--- src/rtl/dffram_wb_port.sv ---
// dffram_wb_port: Wishbone-classic responder driving one DFFRAM macro port.
// Each bus access is turned into a single-cycle RAM strobe. A registered
// acknowledge follows one cycle later, with read data taken from ram_do.
// Optional feature: define DFFRAM_WB_ZEROIZE_EN to zero-fill the whole array
// after reset. busy_o stays high until the fill completes.
module dffram_wb_port #(
  parameter int AW = 8
) (
  input  logic          CLK,
  input  logic          RST,
  input  logic          wb_cyc_i,
  input  logic          wb_stb_i,
  input  logic          wb_we_i,
  input  logic [3:0]    wb_sel_i,
  input  logic [AW+1:0] wb_adr_i,
  input  logic [31:0]   wb_dat_i,
  output logic [31:0]   wb_dat_o,
  output logic          wb_ack_o,
  output logic          busy_o,
  output logic          ram_en,
  output logic [3:0]    ram_we,
  output logic [AW-1:0] ram_a,
  output logic [31:0]   ram_di,
  input  logic [31:0]   ram_do
);

`ifdef DFFRAM_WB_ZEROIZE_EN
  typedef enum logic [1:0] {
    ST_INIT = 2'd0,
    ST_ZERO = 2'd1,
    ST_IDLE = 2'd2,
    ST_ACK  = 2'd3
  } state_t;
`else
  typedef enum logic [1:0] {
    ST_INIT = 2'd0,
    ST_IDLE = 2'd2,
    ST_ACK  = 2'd3
  } state_t;
`endif

  state_t state_r;
  state_t next_state_s;
  logic   we_r;
  logic   req_s;
  logic   unused_adr_s;

  // The byte offset within a word is not used by a word-wide RAM port.
  assign unused_adr_s = ^wb_adr_i[1:0];
  assign req_s        = wb_cyc_i & wb_stb_i;

  // State register; reset parks the FSM in INIT.
  always_ff @(posedge CLK or posedge RST) begin
    if (RST) begin
      state_r <= ST_INIT;
    end else begin
      state_r <= next_state_s;
    end
  end

  // Remember the direction of the accepted access for the ACK cycle.
  always_ff @(posedge CLK or posedge RST) begin
    if (RST) begin
      we_r <= 1'b0;
    end else if ((state_r == ST_IDLE) && req_s) begin
      we_r <= wb_we_i;
    end else begin
      we_r <= we_r;
    end
  end

`ifdef DFFRAM_WB_ZEROIZE_EN
  logic [AW-1:0] cnt_r;
  logic          last_s;

  assign last_s = (cnt_r == {AW{1'b1}});

  // Fill word counter; it advances only while zero-filling and restarts on reset.
  always_ff @(posedge CLK or posedge RST) begin
    if (RST) begin
      cnt_r <= {AW{1'b0}};
    end else if (state_r == ST_ZERO) begin
      cnt_r <= cnt_r + {{(AW-1){1'b0}}, 1'b1};
    end else begin
      cnt_r <= {AW{1'b0}};
    end
  end
`endif

  // Next-state decode and all port outputs; the RAM port idles at zero.
  always_comb begin
    next_state_s = state_r;
    ram_en       = 1'b0;
    ram_we       = 4'h0;
    ram_a        = {AW{1'b0}};
    ram_di       = 32'h0000_0000;
    wb_ack_o     = 1'b0;
    wb_dat_o     = 32'h0000_0000;
    busy_o       = 1'b0;
    case (state_r)
      ST_INIT: begin
`ifdef DFFRAM_WB_ZEROIZE_EN
        busy_o       = 1'b1;
        next_state_s = ST_ZERO;
`else
        next_state_s = ST_IDLE;
`endif
      end
`ifdef DFFRAM_WB_ZEROIZE_EN
      ST_ZERO: begin
        busy_o = 1'b1;
        ram_en = 1'b1;
        ram_we = 4'hF;
        ram_a  = cnt_r;
        ram_di = 32'h0000_0000;
        if (last_s) begin
          next_state_s = ST_IDLE;
        end else begin
          next_state_s = ST_ZERO;
        end
      end
`endif
      ST_IDLE: begin
        if (req_s) begin
          ram_en       = 1'b1;
          ram_we       = wb_we_i ? wb_sel_i : 4'h0;
          ram_a        = wb_adr_i[AW+1:2];
          ram_di       = wb_dat_i;
          next_state_s = ST_ACK;
        end else begin
          next_state_s = ST_IDLE;
        end
      end
      ST_ACK: begin
        wb_ack_o = 1'b1;
        if (!we_r) begin
          wb_dat_o = ram_do;
        end else begin
          wb_dat_o = 32'h0000_0000;
        end
        next_state_s = ST_IDLE;
      end
      default: begin
        next_state_s = ST_INIT;
      end
    endcase
  end

endmodule

--- config.mk ---
export PLATFORM = sky130hd
export DESIGN_NAME = dffram_wb_port
export DESIGN_NICKNAME = d
export VERILOG_FILES = /design/src/rtl/dffram_wb_port.sv
export SDC_FILE = /design/constraint.sdc
export NUM_CORES = 1
export LEC_CHECK = 0
export ABC_AREA = 1
export CORE_MARGIN = 5
export CORE_UTILIZATION = 21
export CTS_CLUSTER_DIAMETER = 40
export DETAILED_ROUTE_END_ITERATION = 16
export PLACE_DENSITY = 0.82
export SYNTH_ARGS = -nofsm -noshare
export SYNTH_HDL_FRONTEND = slang
export SYNTH_SLANG_ARGS = --single-unit
export TNS_END_PERCENT = 30
--- constraint.sdc ---
create_clock -name CLK -period 1 [get_ports CLK]
set_input_delay 0.1 -clock CLK [delete_from_list [all_inputs] [get_ports CLK]]
set_output_delay 0.1 -clock CLK [all_outputs]
set_load 0.005 [all_outputs]
# Yosys cells after proc, flatten, opt, wreduce, memory -nomap -nowiden
# Cells that the tools add are included.
[op_classes]
n_mux = 14
bitwise = 1
n_eq_ne = 2
n_reduce_logical = 3
[op_table]
columns = ["operator", "n"]
rows = [
  ["2-to-1 mux 32 bit", 4],
  ["2-to-1 mux 8 bit", 2],
  ["2-to-1 mux 4 bit", 3],
  ["equality test 2 bit (second input constant)", 2],
  ["2-to-1 mux 1 bit", 4],
  ["case mux 2 bit (2 select lines)", 1],
  ["zero test 2 bit", 1],
  ["OR reduction 2 bit", 1],
  ["bitwise AND 1 bit", 1],
  ["logical AND 1 bit", 1],
]
[word_totals]
output_inout_bits = 79
register_bits = 3
in_bits = 83
wordCells = 22

# Logic depth before layout (Yosys ltp)
# Gate-level depths: netlist of run 1.
[depth]
word_depth = 3
mapped_depth = 5

# Least setup slack after synthesis of run 1
# OpenSTA, ideal clock, no wires.
[synth_timing]
kind = "register -> output"
start = "register state_r[0]"
end = "output port ram_a[0]"
setup_slack_ns = 0.064
n_path_buf = 1
stages_incl_launch_ff = 5
t_arrival_ns = 0.836
path_cell_list = "dfrtp_1 -> inv_1 -> nand2_2 -> buf_6 -> nor2_1"
[synth_between]
elab_chain_cells = 2
[synth_lines]
columns = ["element", "line", "source"]
rows = [
  ["start, declared", "42", "state_t state_r;"],
  ["start signal, assigned", "57", "state_r <= next_state_s;"],
  ["equality test 2 bit", "100", "case (state_r)"],
  ["2-to-1 mux 8 bit", "100", ""],
  ["end, declared", "22", "output logic [AW-1:0] ram_a,"],
]
# No other way between the ends.

# Worst setup path after layout of run 1
[layout_timing]
start = "register state_r[0]"
end = "output port ram_di[1]"
[layout_between]
elab_chain_cells = 2
[layout_lines]
columns = ["element", "line", "source"]
rows = [
  ["equality test 2 bit", "100", ""],
  ["2-to-1 mux 32 bit", "100", ""],
  ["end, declared", "23", "output logic [31:0] ram_di,"],
]
# No other way between the ends.

==> results of run 1 <==
## worst paths after layout
| kind | start | endpoint | slack [ns] | cells after the start |
|---|---|---|---|---|
| max in group asynchronous | RST | state_r[0]$_DFF_PP0_ | 0.82 | 2 |
| min in group CLK | wb_we_i | we_r$_DFFE_PP0P_ | 0.59 | 3 |
| min | RST | state_r[1]$_DFF_PP0_ | 0.05 | 2 |
| min reg2reg | state_r[0]$_DFF_PP0_ | state_r[1]$_DFF_PP0_ | 0.63 | 2 |
| max reg2reg | state_r[0]$_DFF_PP0_ | we_r$_DFFE_PP0P_ | -0.06 | 6 |
| max | state_r[0]$_DFF_PP0_ | ram_di[1] | -0.38 | 5 |
## state kept, by name, indices dropped and copies added (netlist names)
signal	cells
state_r	2
we_r	1
## layer usage
layer	GRT usage (%)	vias to the layer above	routed length (um)
met1	17.07	765	2021
li1	-	897	-
met2	30.31	125	2546
met4	5.944	0	144
met3	7.210	14	634
met5	0	-	0
## worst max-delay path, cell delays in order (launching register included)
cell,delay (ns)
dfrtp_1,0.40
inv_2,0.11
nand2_8,0.09
buf_12,0.16
nor2_2,0.10
clkdlybuf4s15_2,0.20
## layout make-up
class | count | area, sq um
well taps | 52 | 65.06
repair buffers | 187 | 1594
clock buffers | 4 | 45.04
flip-flops and latches | 3 | 75.07
inverters | 7 | 31.28
multi-input cells | 162 | 783.3
fillers | 417 | 1700
## synthesized netlist by cell type
cell type   n
inv_4       1
inv_2       1
conb_1      1
dfrtp_1     3
buf_6       4
nor3_1      4
nor2_2     11
buf_2       4
buf_4       5
inv_1       5
buf_8       2
nand2_2     8
nor2_1     62
nand3_1     1
nand2_1    75
buf_12      1
## through the flow
stage               hold WS, ns  cell area (sq um)  total power [W]  setup slack, ns
finish                  0.05165               2594         0.001452          -0.3778
global route            0.09508               2594         0.001568          -0.4646
CTS                     0.05016               2601         0.001468          -0.4423
detailed placement       0.2783               2595         0.001095          -0.7097
global placement         0.2767               2595         0.001082          -0.6601
floorplan               -0.1464              918.4        0.0004593          0.06364
## what timing repair did
action,4_1_cts,5_1_grt
gates cloned,3,0
setup buffers,10,1
setup endpoints to repair,80,80
resized for setup,326,32
hold buffers,0,0
pin swaps,18,8
endpoints found under the hold margin,0,0
## report_power, final
group | switching [W] | leakage (nW) | internal, W
Combinational | 0.000382 | 1.28 | 0.000580
Clock | 0.0000777 | 0.0228 | 0.000272
Sequential | 0.00000938 | 0.0343 | 0.000131
## cell families after synthesis
logic type | Yosys count | synth area share, %
AND/OR/NAND/NOR | 161 | 71.66
flip-flops | 3 | 8.174
buffers and inverters | 23 | 19.76
other | 1 | 0.4083
==> flow_summary.json, run 1 <==
{
  "status": "finished with violations",
  "violations": "setup timing",
  "drc": 0,
  "hold_path.class": "primary input to async pin",
  "numCtsBuffers": 3,
  "power_density_nw_per_um2": 559.8,
  "synth_top_area_share_pct": 30.65,
  "ctsRootBufferMaster": "clkbuf_8",
  "core_area_sq_um": 4294,
  "drt_first_pass_iters": 5,
  "crit_arrival_ns": 1.28,
  "setup_ws_ns": -0.3778,
  "final_common_cell": "clkdlybuf4s50_1",
  "dpl.cell_count": 398,
  "final_hold_viol_count": 0,
  "cts_buffer_depth": 2,
  "grt_first_pass_wirelength_mm": 8.155,
  "ant_nets": 0,
  "initial_core_util_pct": 21.39,
  "cp-end-kind": "output port",
  "cts_tree": "yes",
  "leakagePower_nw": 1.340,
  "gr-usage-all-layers_pct": 16.80,
  "ys_ff_latch": 3,
  "io_buffers": 158,
  "vias_per_cell": 4.340,
  "diodes": 0,
  "synth.area.top_cells": "nand2_1, nor2_1, dfrtp_1",
  "final_nets": 447,
  "required_ns": 0.90,
  "critical_path.max_fanout": 17,
  "setup_tns_ns": -22.05,
  "final_max_slew_viol_count": 0,
  "finalClockSkew_ns": 0.0004468,
  "area_growth_pct": 182.4,
  "drive_gt1_share_pct": 44.90,
  "synth.avg_cell_area_sq_um": 4.885,
  "die_w_um": 76.13,
  "setup.worst_path.class": "register to output port",
  "cts.sinks": 3,
  "syn_inst": 188,
  "grt_max_degree": 33,
  "ys_types": 16,
  "rsz0062_at_grt": "yes",
  "final_cell_mix": "clkdlybuf4s50_1, buf_2, nand2_1, nor2_1, nor2_2",
  "fin_cells": 415,
  "synth_area_leader_cell": "nand2_1",
  "clkTransAtPathRegs_ns": 0.03,
  "wl_per_cell_um": 12.88,
  "setup_violations": 79,
  "clock.fmax_ghz": 0.7258,
  "irDropWorstVdd_mv": 0.3633,
  "dp_hpwl_mm": 4.153,
  "io_pins": 162,
  "startpoint_type": "register",
  "worstSkewPairLatency_ns": 0.21,
  "ctsHtreeMaxLevel": 1,
  "ys_seq_area_share_pct": 8.174,
  "syn_area_sq_um": 918.4,
  "syn_nets": 271,
  "fp.dieH_um": 76.13,
  "vias": 1801,
  "min_period_ns": 1.378,
  "cap_viol_max_count": 0,
  "yosysWarnings": 0,
  "dieArea_sq_um": 5796,
  "routed_wl_mm": 5.346,
  "postLayoutCoreUtil_pct": 60.40,
  "timing.final.crit_share_pct": 137.8,
  "drt-initial-drc-count": 8,
  "first_global_vias": 1764,
  "rows": 24,
  "routabilityCongestion": 0.7783,
  "antenna_found_initial": 0,
  "grt.overflow.total": 0
}
No activity file was read; power rests on OpenSTA's default activity.
==> inputs of run 2 (changes only) <==
- GPL_ROUTABILITY_DRIVEN: default -> 0
==> results of run 2 <==
Final layout, timing and power as in run 1 (identical DEF).
==> inputs of run 3 (changes only) <==
- CORE_UTILIZATION: 21 -> 30
- DONT_BUFFER_PORTS: default -> 1
- GPL_ROUTABILITY_DRIVEN: 0 -> default
- PLACE_DENSITY: 0.82 -> default
- clock period: 1 -> 1.12 ns (I/O delays scaled with it)
==> run 3 against run 2 <==
Effect of this change: the flow still finishes with violations (setup timing); sequential share of layout area rose by 2.6 points; worst hold slack got worse by 0.025 ns; clock-buffer cell count did not move; critical path type unchanged; largest cell class is now multi-input combinational cells; via count fell by 35%; sequential power fell by 11%; power fell by 44%; cell count fell by 45%.
==> flow_summary.json, run 3 (same netlist as run 1, synthesis figures left out) <==
{
  "status": "finished with violations",
  "violations": "setup timing",
  "slowest_stage": "dfrtp_1",
  "setup_violations": 78,
  "setup_tns_ns": -8.189,
  "dieArea_sq_um": 4268,
  "drt_first_pass_iters": 2,
  "core_area_sq_um": 3003,
  "dpl_cell_area_sq_um": 877.1,
  "io_buffers": 0,
  "cp-end-kind": "output port",
  "hold_path.class": "primary input to register",
  "ant_nets": 0,
  "clock.fmax_ghz": 0.7998,
  "grt_first_pass_wirelength_mm": 5.216,
  "cts.sinks": 3,
  "min_period_ns": 1.250,
  "numCtsBuffers": 3,
  "die_w_um": 65.33,
  "routed_wl_mm": 3.756,
  "clkTransAtPathRegs_ns": 0.04,
  "vias": 1166,
  "leakagePower_nw": 0.5638,
  "cts_buffer_depth": 2,
  "rows": 20,
  "startpoint_type": "register",
  "finish.instance_area_sq_um": 1376,
  "power_w": 0.0008117,
  "ctsRootBufferMaster": "clkbuf_4",
  "grt.overflow.total": 0,
  "ctsHtreeMaxLevel": 1,
  "crit_family": "flip-flops",
  "grt_use_met3_pct": 3.419,
  "fp.dieH_um": 65.33,
  "busiest_layer": "met2",
  "vias_per_cell": 5.137,
  "routabilityCongestion": 0.6771,
  "final_hold_viol_count": 0,
  "setup_ws_ns": -0.1304,
  "grtUsageMet1_pct": 14.76,
  "finalClockSkew_ns": 0.006813,
  "io_pins": 162,
  "cap_viol_max_count": 0,
  "fin_cells": 227,
  "path_buf_inv": 2,
  "top_regs": "state_r: 2 flops, we_r: 1 flops",
  "cpPeakStageDelay_ns": 0.35,
  "setup.worst_path.class": "register to output port",
  "diodes": 0,
  "dp_hpwl_mm": 2.503,
  "wl_per_cell_um": 16.55,
  "initial_core_util_pct": 30.58,
  "first_global_vias": 1106,
  "cts_tree": "yes",
  "final_common_cell": "nand2_1",
  "worstSkewPairLatency_ns": 0.24,
  "top_register": "state_r",
  "grt_use_met2_pct": 32.24,
  "drc": 0,
  "gr-usage-all-layers_pct": 15.45,
  "required_ns": 1.01,
  "final_cell_mix": "nand2_1, nor2_2, nand2_2, nor2_4, buf_4",
  "drt-initial-drc-count": 20,
  "drive_gt1_share_pct": 59.28,
  "dpl.cell_count": 211,
  "final_max_slew_viol_count": 0,
  "rsz0062_at_grt": "yes",
  "final_nets": 278,
  "irDropWorstVdd_mv": 0.3206,
  "area_growth_pct": 49.86,
  "grt_max_degree": 33,
  "antenna_found_initial": 0,
  "power_density_nw_per_um2": 589.8,
  "crit_chain": "buf_4 > nand2_8 > clkbuf_16 > nor2_2",
  "critical_path.max_fanout": 10,
  "crit_arrival_ns": 1.14,
  "largest_reg_flops": 2,
  "timing.final.crit_share_pct": 111.6
}
## run 3: cell count changes in the layout (fill, tap and decap cells not counted), moves of 5 or more
cell / previous run / this run
nor2_2: 27 / 63
nor2_1: 44 / 1
clkdlybuf4s15_2: 5 / 0
buf_2: 71 / 0
buf_6: 8 / 2
nor2_4: 2 / 9
clkdlybuf4s50_1: 78 / 0
buf_4: 12 / 5
## run 3: path summary, 6_finish.rpt
| kind | endpoint | startpoint | slack [ns] | cells past startpoint |
|---|---|---|---|---|
| min in group asynchronous | state_r[1]$_DFF_PP0_ | RST | 0.20 | 2 |
| max in group asynchronous | state_r[0]$_DFF_PP0_ | RST | 0.78 | 2 |
| min reg2reg | we_r$_DFFE_PP0P_ | we_r$_DFFE_PP0P_ | 0.56 | 2 |
| min | we_r$_DFFE_PP0P_ | wb_we_i | 0.03 | 2 |
| max | ram_di[15] | state_r[1]$_DFF_PP0_ | -0.13 | 4 |
| max reg2reg | we_r$_DFFE_PP0P_ | state_r[0]$_DFF_PP0_ | 0.07 | 6 |
## run 3: area by class of cell
type | instances | area (sq um)
timing repair buffer | 14 | 207.7
tap | 33 | 41.29
multi-input combinational | 162 | 954.7
inverter | 7 | 33.78
clock buffer | 4 | 26.28
sequential | 3 | 75.07
timing repair inverter | 4 | 37.54
fill | 311 | 1627
## run 3: per-layer routing
layer  share of wire, %  vias to the layer above
li1                   -                      558
met1                 33                      518
met2                 57                       90
met3                 11                        0
met4                  0                        0
met5                  0                        -
## run 3: power breakdown
group,switching (W),total (W),internal (W)
Combinational,0.000319,0.000490,0.000171
Sequential,0.00000829,0.000125,0.000116
Clock,0.0000632,0.000197,0.000134
Total,0.000390,0.000812,0.000421
## run 3: per-stage QoR
| stage | setup WS [ns] | utilization [%] | hold WS, ns |
|---|---|---|---|
| global placement | 0.05900 | 29.21 | -0.1252 |
| floorplan | 0.1716 | - | -0.1344 |
| global route | -0.1916 | 45.83 | 0.03525 |
| detailed placement | 0.03328 | 29.21 | -0.1230 |
| finish | -0.1304 | 45.83 | 0.02663 |
| CTS | -0.1247 | 41.83 | 0.01337 |
## run 3: what timing repair did
item	in CTS	in global routing
hold endpoints to repair	3	0
setup endpoints to repair	77	78
resized for setup	90	16
pin swaps	6	1
cloned	5	2
hold buffers	1	0
buffers inserted	4	0
==> RTL change, RTL diff (config.mk and constraints of run 1) <==
The parameter `AW` goes from 8 to 9.
--- a/src/rtl/dffram_wb_port.sv
+++ b/src/rtl/dffram_wb_port.sv
@@ -5,5 +5,5 @@
 // after reset. busy_o stays high until the fill completes.
 module dffram_wb_port #(
-  parameter int AW = 8
+  parameter int AW = 9
 ) (
   input  logic          CLK,
Ports: changed (resized ram_a and wb_adr_i); port bits go from 162 to 164. The function was not compared with the original's and may differ.
==> RTL change against run 1 <==
Synthesized area unchanged. Synthesized cell count increased by 1.1%. Routed wire length increased by 2.4%. Combinational power increased by 6%. Critical endpoint is now ram_en. Count of clock-buffer cells in the layout unchanged. The flow still finishes with violations (negative setup slack). First-iteration DRC count increased by 100%. Final cell count increased by 0.72%. Sequential cell count unchanged. Clock power about the same. Clock skew about the same. Die area unchanged. Setup slack got worse by 38 ps. Final area increased by 5.4%. Total power increased by 3.8%.
==> RTL change: results (changes against run 1) <==
\begin{tabular}{lr}
\hline
Metric & Value \\
\hline
\multicolumn{2}{l}{\textbf{GRT}} \\
\quad Met2 routing resource usage after global routing & 0.323 (was 0.303) \\
\quad Global routing met3 resource utilization & 0.0626 (was 0.0721) \\
\quad Wire length of the first global-routing pass & 8380 um (was 8160 um) \\
\quad Total global-route track usage & 0.171 (was 0.168) \\
\quad Grt met1 use & 0.173 (was 0.171) \\
\multicolumn{2}{l}{\textbf{Timing}} \\
\quad Final Worst Setup Slack & -416 ps (was -378 ps) \\
\quad Post-route setup TNS & -24,440 ps (was -22,050 ps) \\
\quad Number of setup violations in the final report & 81 (was 79) \\
\multicolumn{2}{l}{\textbf{Status}} \\
\quad Outcome & finished, violations left (unchanged) \\
\quad Violations in the final reports & negative setup slack (unchanged) \\
\multicolumn{2}{l}{\textbf{Power}} \\
\quad Switching component of the power & 497 uW (was 469 uW) \\
\quad Combinational group share of total power & 0.675 (was 0.663) \\
\quad Leakage dissipation & 1.34 nW (about the same) \\
\multicolumn{2}{l}{\textbf{Placement}} \\
\quad Estimated wirelength of the detail-placed design & 4160 um (was 4150 um) \\
\quad Total instance count after detailed placement & 400 (was 398) \\
\quad Number of buffer cells added on primary ports & 160 (was 158) \\
\quad Global placement routability congestion & 0.764 (was 0.778) \\
\multicolumn{2}{l}{\textbf{Logic synthesis}} \\
\quad Ranking of synthesized cells by area & sky130\_fd\_sc\_hd\_\_nand2\_1, sky130\_fd\_sc\_hd\_\_nor2\_1, sky130\_fd\_sc\_hd\_\_dfrtp\_1 (unchanged) \\
\quad Synthesized netlist cell count & 190 (was 188) \\
\quad Most common library cells after synthesis & sky130\_fd\_sc\_hd\_\_nand2\_1, sky130\_fd\_sc\_hd\_\_nor2\_1, sky130\_fd\_sc\_hd\_\_nor2\_2 (unchanged) \\
\multicolumn{2}{l}{\textbf{Route}} \\
\quad Router iterations before antenna repair & 4 (was 5) \\
\quad Iteration-0 DRC Markers & 16 (was 8) \\
\quad Routed WL & 5470 um (was 5350 um) \\
\quad Met2 wire length & 2760 um (was 2550 um) \\
\quad Routed length on met3 & 612 um (was 634 um) \\
\multicolumn{2}{l}{\textbf{Cells and area}} \\
\quad Number of filler cells placed in the layout & 386 (was 417) \\
\quad Post-layout net count & 451 (was 447) \\
\quad Ratio of cells with drive above 1 in the final layout & 0.456 (was 0.449) \\
\multicolumn{2}{l}{\textbf{Clock network}} \\
\quad Post-CTS Setup Bufs & 6 (was 10) \\
\multicolumn{2}{l}{\textbf{Critical path}} \\
\quad Length in cells of the worst reg-to-reg path & 7 (was 6) \\
\quad Worst setup path end & ram\_en (was ram\_di[1]) \\
\quad Reg-to-reg slack, setup & -180 ps (was -60 ps) \\
\quad Peak fanout along the critical path & 3 (was 17) \\
\hline
\end{tabular}
[RTL change: changes by cell type in the layout (fill, tap and decap cells not counted), moves of 2 or more]
cell,run 1,this run
sky130_fd_sc_hd__dlygate4sd2_1,3,6
sky130_fd_sc_hd__clkbuf_16,0,2
sky130_fd_sc_hd__nor2_1,44,28
sky130_fd_sc_hd__nor3_1,0,3
sky130_fd_sc_hd__clkbuf_2,1,3
sky130_fd_sc_hd__clkdlybuf4s15_1,0,2
sky130_fd_sc_hd__nor3_2,4,1
sky130_fd_sc_hd__nor2_4,2,12
sky130_fd_sc_hd__buf_2,71,61
sky130_fd_sc_hd__nand2_2,14,12
sky130_fd_sc_hd__nand2_1,66,71
sky130_fd_sc_hd__nor2_2,27,34
[RTL change: worst max-delay path, delay by kind of cell (launching register included)]
| kind | cells | cell delay, ps |
|---|---|---|
| buffers and inverters | 4 | 530 |
| DFF | 1 | 400 |
| and+or+nand+nor | 2 | 170 |
[RTL change: through the flow]
stage          setup WS [ps]  cell area, um^2  hold WS (ps)  total power, mW
2_1_floorplan           41.0              918          -146            0.458
3_3_place_gp            -654             2590           277             1.08
3_5_place_dp            -674             2590           281             1.09
4_1_cts                 -441             2570          51.4             1.45
5_1_grt                 -517             2730          73.5             1.62
6_report                -416             2730          56.0             1.51
[RTL change: logic make-up after synthesis]
| logic type | synth area share |
|---|---|
| flops | 0.0817 |
| other cells | 0.00408 |
| simple gates | 0.725 |
| buf+inv | 0.189 |
[RTL change: layout make-up]
type | instances | area share
tap | 52 | 0.0238
clock buffer | 4 | 0.0165
multi-input combinational | 165 | 0.315
inverter | 7 | 0.0114
timing repair buffer | 187 | 0.606
sequential | 3 | 0.0275
